===== src/rtl/ifu_prefetch.sv =====
// rtl/ifu_prefetch.sv - decoupled instruction prefetch engine (credit-limited fetch, tag pipe, {pc, ir} FIFO)
//
// Purpose:
//   Issues sequential word fetches to a fixed-latency instruction memory.
//   Fetch results are queued as {pc, ir} pairs in a DEPTH-entry FIFO and
//   handed to the EXU over a valid/ready handshake. A redirect discards both
//   the queued and the in-flight fetches, then restarts fetching at the
//   word-aligned target.
//
// Ports:
//   clk, rst_n          clock (rising edge) / asynchronous active-low reset
//   ifu_i_redirect_req  flush request (branch, trap, pipe flush, pre-ORed)
//   ifu_i_redirect_pc   redirect target PC (low two bits ignored)
//   itcm_o_req          fetch request strobe
//   itcm_o_addr         word-aligned fetch address (current fetch_pc)
//   itcm_i_rdata        read data, valid MEM_LAT cycles after the request
//   ifu_o_ifu_valid     head entry valid
//   ifu_i_exu_ready     EXU accepts head entry
//   ifu_o_pc_r          PC of head entry (holds last value when empty)
//   ifu_o_ir_r          instruction of head entry (holds last value when empty)
//   ifu_o_level         FIFO occupancy
module ifu_prefetch #(
  parameter int                 PC_SIZE  = 32,
  parameter int                 XLEN     = 32,
  parameter int                 DEPTH    = 4,
  parameter int                 MEM_LAT  = 1,
  parameter logic [PC_SIZE-1:0] RESET_PC = 32'h8000_0000
) (
  input  logic                      clk,
  input  logic                      rst_n,
  input  logic                      ifu_i_redirect_req,
  input  logic [PC_SIZE-1:0]        ifu_i_redirect_pc,
  output logic                      itcm_o_req,
  output logic [PC_SIZE-1:0]        itcm_o_addr,
  input  logic [XLEN-1:0]           itcm_i_rdata,
  output logic                      ifu_o_ifu_valid,
  input  logic                      ifu_i_exu_ready,
  output logic [PC_SIZE-1:0]        ifu_o_pc_r,
  output logic [XLEN-1:0]           ifu_o_ir_r,
  output logic [$clog2(DEPTH):0]    ifu_o_level
);

  localparam int AW = $clog2(DEPTH);
  localparam int LW = AW + 1;
  // Wide enough to hold level + inflight without overflow (MEM_LAT <= 4).
  localparam int CW = AW + 4;

  logic [PC_SIZE-1:0] r_fetch_pc;
  logic               r_run;
  logic [MEM_LAT-1:0] r_tag_vld;
  logic [PC_SIZE-1:0] r_tag_pc [MEM_LAT];
  logic [PC_SIZE-1:0] r_q_pc   [DEPTH];
  logic [XLEN-1:0]    r_q_ir   [DEPTH];
  logic [AW:0]        r_wptr;
  logic [AW:0]        r_rptr;
  logic [PC_SIZE-1:0] r_hold_pc;
  logic [XLEN-1:0]    r_hold_ir;

  logic [LW-1:0]      w_level;
  logic [CW-1:0]      w_inflight;
  logic [CW-1:0]      w_used;
  logic               w_req;
  logic               w_push;
  logic               w_pop;
  logic               w_valid;
  logic [AW-1:0]      w_head;
  logic [PC_SIZE-1:0] w_target;
  logic [PC_SIZE-1:0] w_pc_out;
  logic [XLEN-1:0]    w_ir_out;

  assign w_level = r_wptr - r_rptr;
  assign w_head  = r_rptr[AW-1:0];
  assign w_valid = (w_level != '0);

  always_comb begin
    w_inflight = '0;
    for (int i = 0; i < MEM_LAT; i++) begin
      w_inflight = w_inflight + CW'(r_tag_vld[i]);
    end
  end

  // Credit counts queued entries plus fetches still in the tag pipe, so a
  // response always has a free slot. A same-cycle pop is deliberately not
  // credited, which keeps the request path free of ifu_i_exu_ready.
  assign w_used = CW'(w_level) + w_inflight;
  assign w_req  = r_run && !ifu_i_redirect_req && (w_used < CW'(DEPTH));

  assign w_push = r_tag_vld[MEM_LAT-1] && !ifu_i_redirect_req;
  assign w_pop  = w_valid && ifu_i_exu_ready;

  assign w_target = ifu_i_redirect_pc & ~PC_SIZE'(3);

  // r_run keeps the request low while reset is asserted and for the first
  // cycle after release.
  always_ff @(posedge clk or negedge rst_n) begin
    if (!rst_n) begin
      r_run <= 1'b0;
    end else begin
      r_run <= 1'b1;
    end
  end

  always_ff @(posedge clk or negedge rst_n) begin
    if (!rst_n) begin
      r_fetch_pc <= RESET_PC;
    end else if (ifu_i_redirect_req) begin
      r_fetch_pc <= w_target;
    end else if (w_req) begin
      r_fetch_pc <= r_fetch_pc + PC_SIZE'(4);
    end
  end

  // Tag pipe: one stage per cycle of memory latency. The last stage lines up
  // with itcm_i_rdata. A redirect kills every stage so stale data is dropped.
  always_ff @(posedge clk or negedge rst_n) begin
    if (!rst_n) begin
      r_tag_vld <= '0;
      for (int i = 0; i < MEM_LAT; i++) begin
        r_tag_pc[i] <= '0;
      end
    end else begin
      r_tag_vld[0] <= w_req;
      r_tag_pc[0]  <= r_fetch_pc;
      for (int i = 1; i < MEM_LAT; i++) begin
        r_tag_vld[i] <= ifu_i_redirect_req ? 1'b0 : r_tag_vld[i-1];
        r_tag_pc[i]  <= r_tag_pc[i-1];
      end
    end
  end

  always_ff @(posedge clk or negedge rst_n) begin
    if (!rst_n) begin
      r_wptr <= '0;
      r_rptr <= '0;
    end else if (ifu_i_redirect_req) begin
      r_wptr <= '0;
      r_rptr <= '0;
    end else begin
      if (w_push) begin
        r_wptr <= r_wptr + LW'(1);
      end
      if (w_pop) begin
        r_rptr <= r_rptr + LW'(1);
      end
    end
  end

  // Entry storage needs no reset: it is only read while its slot is
  // occupied, and occupancy is reset.
  always_ff @(posedge clk) begin
    if (w_push) begin
      r_q_pc[r_wptr[AW-1:0]] <= r_tag_pc[MEM_LAT-1];
      r_q_ir[r_wptr[AW-1:0]] <= itcm_i_rdata;
    end
  end

  // The hold registers track whatever was shown last, so an empty FIFO
  // (after a drain or a redirect) keeps presenting the last head.
  assign w_pc_out = w_valid ? r_q_pc[w_head] : r_hold_pc;
  assign w_ir_out = w_valid ? r_q_ir[w_head] : r_hold_ir;

  always_ff @(posedge clk or negedge rst_n) begin
    if (!rst_n) begin
      r_hold_pc <= '0;
      r_hold_ir <= '0;
    end else begin
      r_hold_pc <= w_pc_out;
      r_hold_ir <= w_ir_out;
    end
  end

  assign itcm_o_req      = w_req;
  assign itcm_o_addr     = r_fetch_pc;
  assign ifu_o_ifu_valid = w_valid;
  assign ifu_o_pc_r      = w_pc_out;
  assign ifu_o_ir_r      = w_ir_out;
  assign ifu_o_level     = w_level;

endmodule


===== config.mk =====
export PLATFORM = sky130hd
export DESIGN_NAME = ifu_prefetch
export DESIGN_NICKNAME = d
export VERILOG_FILES = /design/src/rtl/ifu_prefetch.sv
export SDC_FILE = /design/constraint.sdc
export NUM_CORES = 1
export LEC_CHECK = 0
export BUFFER_PORTS_ARGS = -buffer_cell sky130_fd_sc_hd__buf_2
export CELL_PAD_IN_SITES_DETAIL_PLACEMENT = 1
export CELL_PAD_IN_SITES_GLOBAL_PLACEMENT = 2
export CORE_AREA = 5 5 188 190
export DETAILED_ROUTE_END_ITERATION = 8
export DIE_AREA = 0 0 193 195
export PLACE_DENSITY = 0.82
export REMOVE_ABC_BUFFERS = 1
export SYNTH_ARGS = -nofsm -noshare
export SYNTH_HDL_FRONTEND = slang
export SYNTH_SLANG_ARGS = --single-unit

===== constraint.sdc =====
create_clock -name clk -period 3.05 [get_ports clk]
set_input_delay 0.4575 -clock clk [delete_from_list [all_inputs] [get_ports clk]]
set_output_delay 0.4575 -clock clk [all_outputs]
set_load 0.005 [all_outputs]

=== Word level (Yosys, flattened, before mapping) ===
Memory sizes are Yosys's and may differ from the RTL's.
Cells that the tools add are included.

* Add/sub/neg operators: 5
* $lt $le $gt $ge: 1
* Multiplexer cells: 10
* Reduce and logical (&&, ||, !) cells: 9

{| class="wikitable"
|+ Operators with widths
! operator !! count
|-
| two-way mux 32 bit || 4
|-
| adder 32 x 3 -> 32 bit (second input constant) || 1
|-
| two-way mux 3 bit || 4
|-
| adder 3 x 1 -> 3 bit (second input constant) || 2
|-
| nonzero test 2 bit || 3
|-
| adder 3 x 1 -> 4 bit || 1
|-
| logical AND 1 bit || 4
|-
| less-than comparator 4 x 3 -> 1 bit (second input constant) || 1
|-
| nonzero test 3 bit || 1
|-
| subtractor 3 bit || 1
|-
| two-way mux 1 bit || 2
|-
| logical NOT 1 bit || 1
|}

* Flip-flop bits (word level): 136
* RAM bits: 256
* Input port bits: 68
* Output and inout bits: 101
* Word-level logic and storage cells: 35
* Memories kept: 2

{| class="wikitable"
|+ Memory list
! memory !! words !! bits a word !! rd ports !! clocked after Yosys merged registers in !! write ports !! RTL line !! RTL
|-
| r_q_ir || 4 || 32 || 1 || 0 || 1 || 53 || <nowiki>logic [XLEN-1:0] r_q_ir [DEPTH];</nowiki>
|-
| r_q_pc || 4 || 32 || 1 || 0 || 1 || 52 || <nowiki>logic [PC_SIZE-1:0] r_q_pc [DEPTH];</nowiki>
|}

=== Longest topological paths before layout ===
* Depth in word-level cells: 6
* Mapped depth: 11

=== Least setup slack after synthesis ===
OpenSTA, ideal clock, no wires.

* Path type: in2reg
* Start point: input ifu_i_redirect_req
* End point: memory r_q_ir[0][0], enable pin
* Library setup time: 0.427 ns
* Data arrival time: 2.341 ns
* Data required time: 2.623 ns
* Slack: 0.282 ns
* Stages on the path: 3
* Cells stage by stage: clkbuf_1 nor2b_1 and2_1

* Longest elaborated chain between the ends: 4

{| class="wikitable"
|+ Ends and longest elaborated chain
! item !! RTL line !! RTL
|-
| start: declaration || 31 || <nowiki>input logic ifu_i_redirect_req,</nowiki>
|-
| logical NOT 1 bit || 88 || <nowiki>assign w_push = r_tag_vld[MEM_LAT-1] && !ifu_i_redirect_req;</nowiki>
|-
| logical AND 1 bit || 88 ||
|-
| two-way mux 1 bit || 151 || <nowiki>if (w_push) begin</nowiki>
|-
| two-way mux 1 bit (implied by the code) || 153 || <nowiki>r_q_ir[r_wptr[AW-1:0]] <= itcm_i_rdata;</nowiki>
|-
| end: declaration || 53 ||
|}

No other way between the ends.

=== Final worst setup path ===
* Start point: register r_rptr[0]
* End point: output ifu_o_ir_r[17]

* Longest elaborated chain between the ends: 3

{| class="wikitable"
|+ Ends and longest elaborated chain
! item !! RTL line !! RTL
|-
| start: declaration || 55 || <nowiki>logic [AW:0] r_rptr;</nowiki>
|-
| start signal: assignment || 143 || <nowiki>r_rptr <= r_rptr + LW'(1);</nowiki>
|-
| subtractor 3 bit || 71 || <nowiki>assign w_level = r_wptr - r_rptr;</nowiki>
|-
| nonzero test 3 bit || 73 || <nowiki>assign w_valid = (w_level != '0);</nowiki>
|-
| two-way mux 32 bit * || 160 || <nowiki>assign w_ir_out = w_valid ? r_q_ir[w_head] : r_hold_ir;</nowiki>
|-
| end: declaration || 39 || <nowiki>output logic [XLEN-1:0] ifu_o_ir_r,</nowiki>
|}

Mark *: on every way between the ends. The rest lies on a longest branch, timed or not.

==> qor.csv <==
metric,value,unit
outcome,finished with violations,
violations,setup timing,
stdcell_count,1437,
fill_cells,3050,
crit_required,2590,ps
tightestPinTransition,594.2,ps
gr-usage-all-layers,18.28,%
globalplace.congestion,0.7197,
synth_top_cell_area_share,51.30,%
netlist_area,0.01452,mm2
die_width,193,um
dpl.hpwl,19270,um
ir_worst_vdd,0.9008,mV
ios,169,
grt_pass1_wl,52230,um
synthXorXnorAreaFrac,1.491,%
ys_ff_latch,380,
final_nets,1035,
cp-startpoint,r_rptr[0]$_DFFE_PN0P_,
async_flop_share,34.74,%
end_kind,output port,
place_area,0.01596,mm2
dp_cells,1338,
powerDensity,999.8,mW/mm2
maxCapViolCount,0,
clock-root-buffer,clkbuf_16,
cts_max_level,2,
dpl_worst_slack,103.8,ps
fin_ws,-278.2,ps
synthTopCellsByCount,"248 x edfxtp_1, 131 x dfrtp_1, 62 x mux4_2",
drt_first_iter_violations,434,
cts_buffers,41,
timing.final.crit_period,3328,ps
first_pass_iters,4,
r2r_slack,460,ps
r2r_cells,11,
synthMuxAreaShare,15.97,%
drive_above_1_share,42.06,%
fin_crit_sh,109.1,%
rows,67,
max_freq,0.3005,GHz
synthAdderAreaFrac,0.7413,%
start_util,43.62,%
critPathKind,register to output port,
setup.worst_path.start_class,register,
clk_pin_slew,60,ps
core_area,0.03328,mm2
synth_edf_count,248,
critPathArrivalTime,2870,ps
synth_top_family_by_area,multiplexers,
cts.sinks,380,
avgSynthCellArea,19.56,um2
insertion_delay,520,ps
routedWlPerCell,23.78,um
setup_viol_count_final,62,
antennaDiodeCount,0,
dr_total_vias,7527,
synth.most_common_cell,edfxtp_1,
antenna_left,0,
power,17950,uW
synth_compound_area_share,1.715,%
synthTopCellsByArea,"edfxtp_1 51%, dfrtp_1 23%, mux4_2 9.6%",
grt_max_degree,65,
hold_viol_final,0,
synth_ff_type,edfxtp_1,
avgViaCountPerCell,5.238,
fin_area,0.01795,mm2
overflow,0,
drt_wl_total,34170,um
finalClockSkew,17.70,ps
synth_area_leader_cell,edfxtp_1,
r2r-start,r_rptr[0]$_DFFE_PN0P_,
endpoint,ifu_o_ir_r[17],
final-max-slew-violation-count,0,
max_slew_margin,60.38,%
ys_warn_count,0,
r2r_end,r_rptr[1]$_DFFE_PN0P_,
synth_cell_types,49,
die_h,195,um
antenna_found_initial,3,
rsz0062_at_grt,true,
io_buffers,164,
synthCells,742,
p_leak,0.006777,uW
crit_path_max_fanout,7,
cts_tree,yes,
area_delta_synth_final,23.66,%
synth_simple_gate_area_share,4.172,%
drc_errors,0,
clockBufferDepth,3,
seq_area_frac_synth,74.06,%
hp-class,primary input to register,
grt_pass1_vias,8527,
die-area,0.03764,mm2
## placed cells by master (no fill, tap or decap), drive strengths merged, types with 14 or more instances in the layout
master	count
edfxtp	248
nand4	23
clkbuf	54
mux4	62
o21ai	22
nor2	22
nand3	14
buf	207
mux2	62
xor2	15
dfrtp	131
nand2	30
## what timing repair did
| item | in CTS | in global routing |
|---|---|---|
| pin swaps | 1 | 2 |
| hold buffers | 1 | 0 |
| gates cloned | 7 | 0 |
| hold endpoints to repair | 48 | 0 |
| gates resized for setup | 60 | 4 |
| setup endpoints to repair | 64 | 65 |
| buffers inserted | 17 | 1 |
## power breakdown
group / internal (uW) / total, uW / leakage (uW) / switching (uW)
Clock: 2950 / 4890 / 0.000650 / 1940
Sequential: 6230 / 6560 / 0.00381 / 336
Combinational: 3780 / 6500 / 0.00232 / 2720
## state kept, by name, summed over array words and instances (netlist names), 3 cells and up
name,count
itcm_o_addr,30
r_hold_ir,32
r_hold_pc,32
r_q_ir,128
r_q_pc,120
r_rptr,3
r_tag_pc,30
r_wptr,3
## cell type report
type	instances	area, um2	share of cell area (%)
repair buffers	208	1693	9.431
flip-flops and latches	380	10760	59.94
multi-input cells	316	3552	19.79
clock buffers	54	1135	6.322
inverters	12	55.05	0.3067
clock inverters	19	196.4	1.094
well taps	448	560.5	3.123
## metrics by stage
stage                     hold WS (ps)  utilization (%)  TNS [ps]
after detailed placement         418.0            47.96         0
after CTS                        128.7            53.89    -17810
after floorplan                  161.9                -   -332260
final                            147.1            53.94    -15800
after global placement           415.9            47.96         0
after global routing             131.0            53.94    -20990
## critical path, stage by stage (launching register included)
cell and delay, ps:
dfrtp_4 490, ha_4 160, fa_2 550, inv_2 60, nor3_4 240, inv_6 90, buf_8 160, buf_16 150
mux2_4 310, buf_2 130
## kinds of logic after synthesis
group	after synthesis
xor gates and xnor gates	23
other	2
buffers and inverters	47
DFF	380
and+or+nand+nor	116
adders and majority gates	8
AOI/OAI and AO/OA	38
muxes	128
## how the worst min path moves through the flow
stage | cells past startpoint | to | slack, ps | from
after floorplan | 0 | itcm_o_addr[10]$_DFFE_PN0P_ | 160 | rst_n
after global placement | 0 | r_tag_pc[31]$_DFF_PN0_ | 420 | itcm_o_addr[31]$_DFFE_PN1P_
after detailed placement | 0 | r_tag_pc[31]$_DFF_PN0_ | 420 | itcm_o_addr[31]$_DFFE_PN1P_
after CTS | 3 | itcm_o_addr[5]$_DFFE_PN0P_ | 130 | ifu_i_redirect_pc[5]
after global routing | 3 | itcm_o_addr[5]$_DFFE_PN0P_ | 130 | ifu_i_redirect_pc[5]
final | 3 | itcm_o_addr[5]$_DFFE_PN0P_ | 150 | ifu_i_redirect_pc[5]
## routing by layer
layer	vias to the layer above	part of all wire [%]	GRT usage (%)
li1	3322	-	-
met1	3991	44	25.00
met2	172	50	30.69
met3	36	4.7	3.964
met4	6	1.3	3.462
met5	-	0.10	0
No activity file was read; power rests on OpenSTA's default activity.
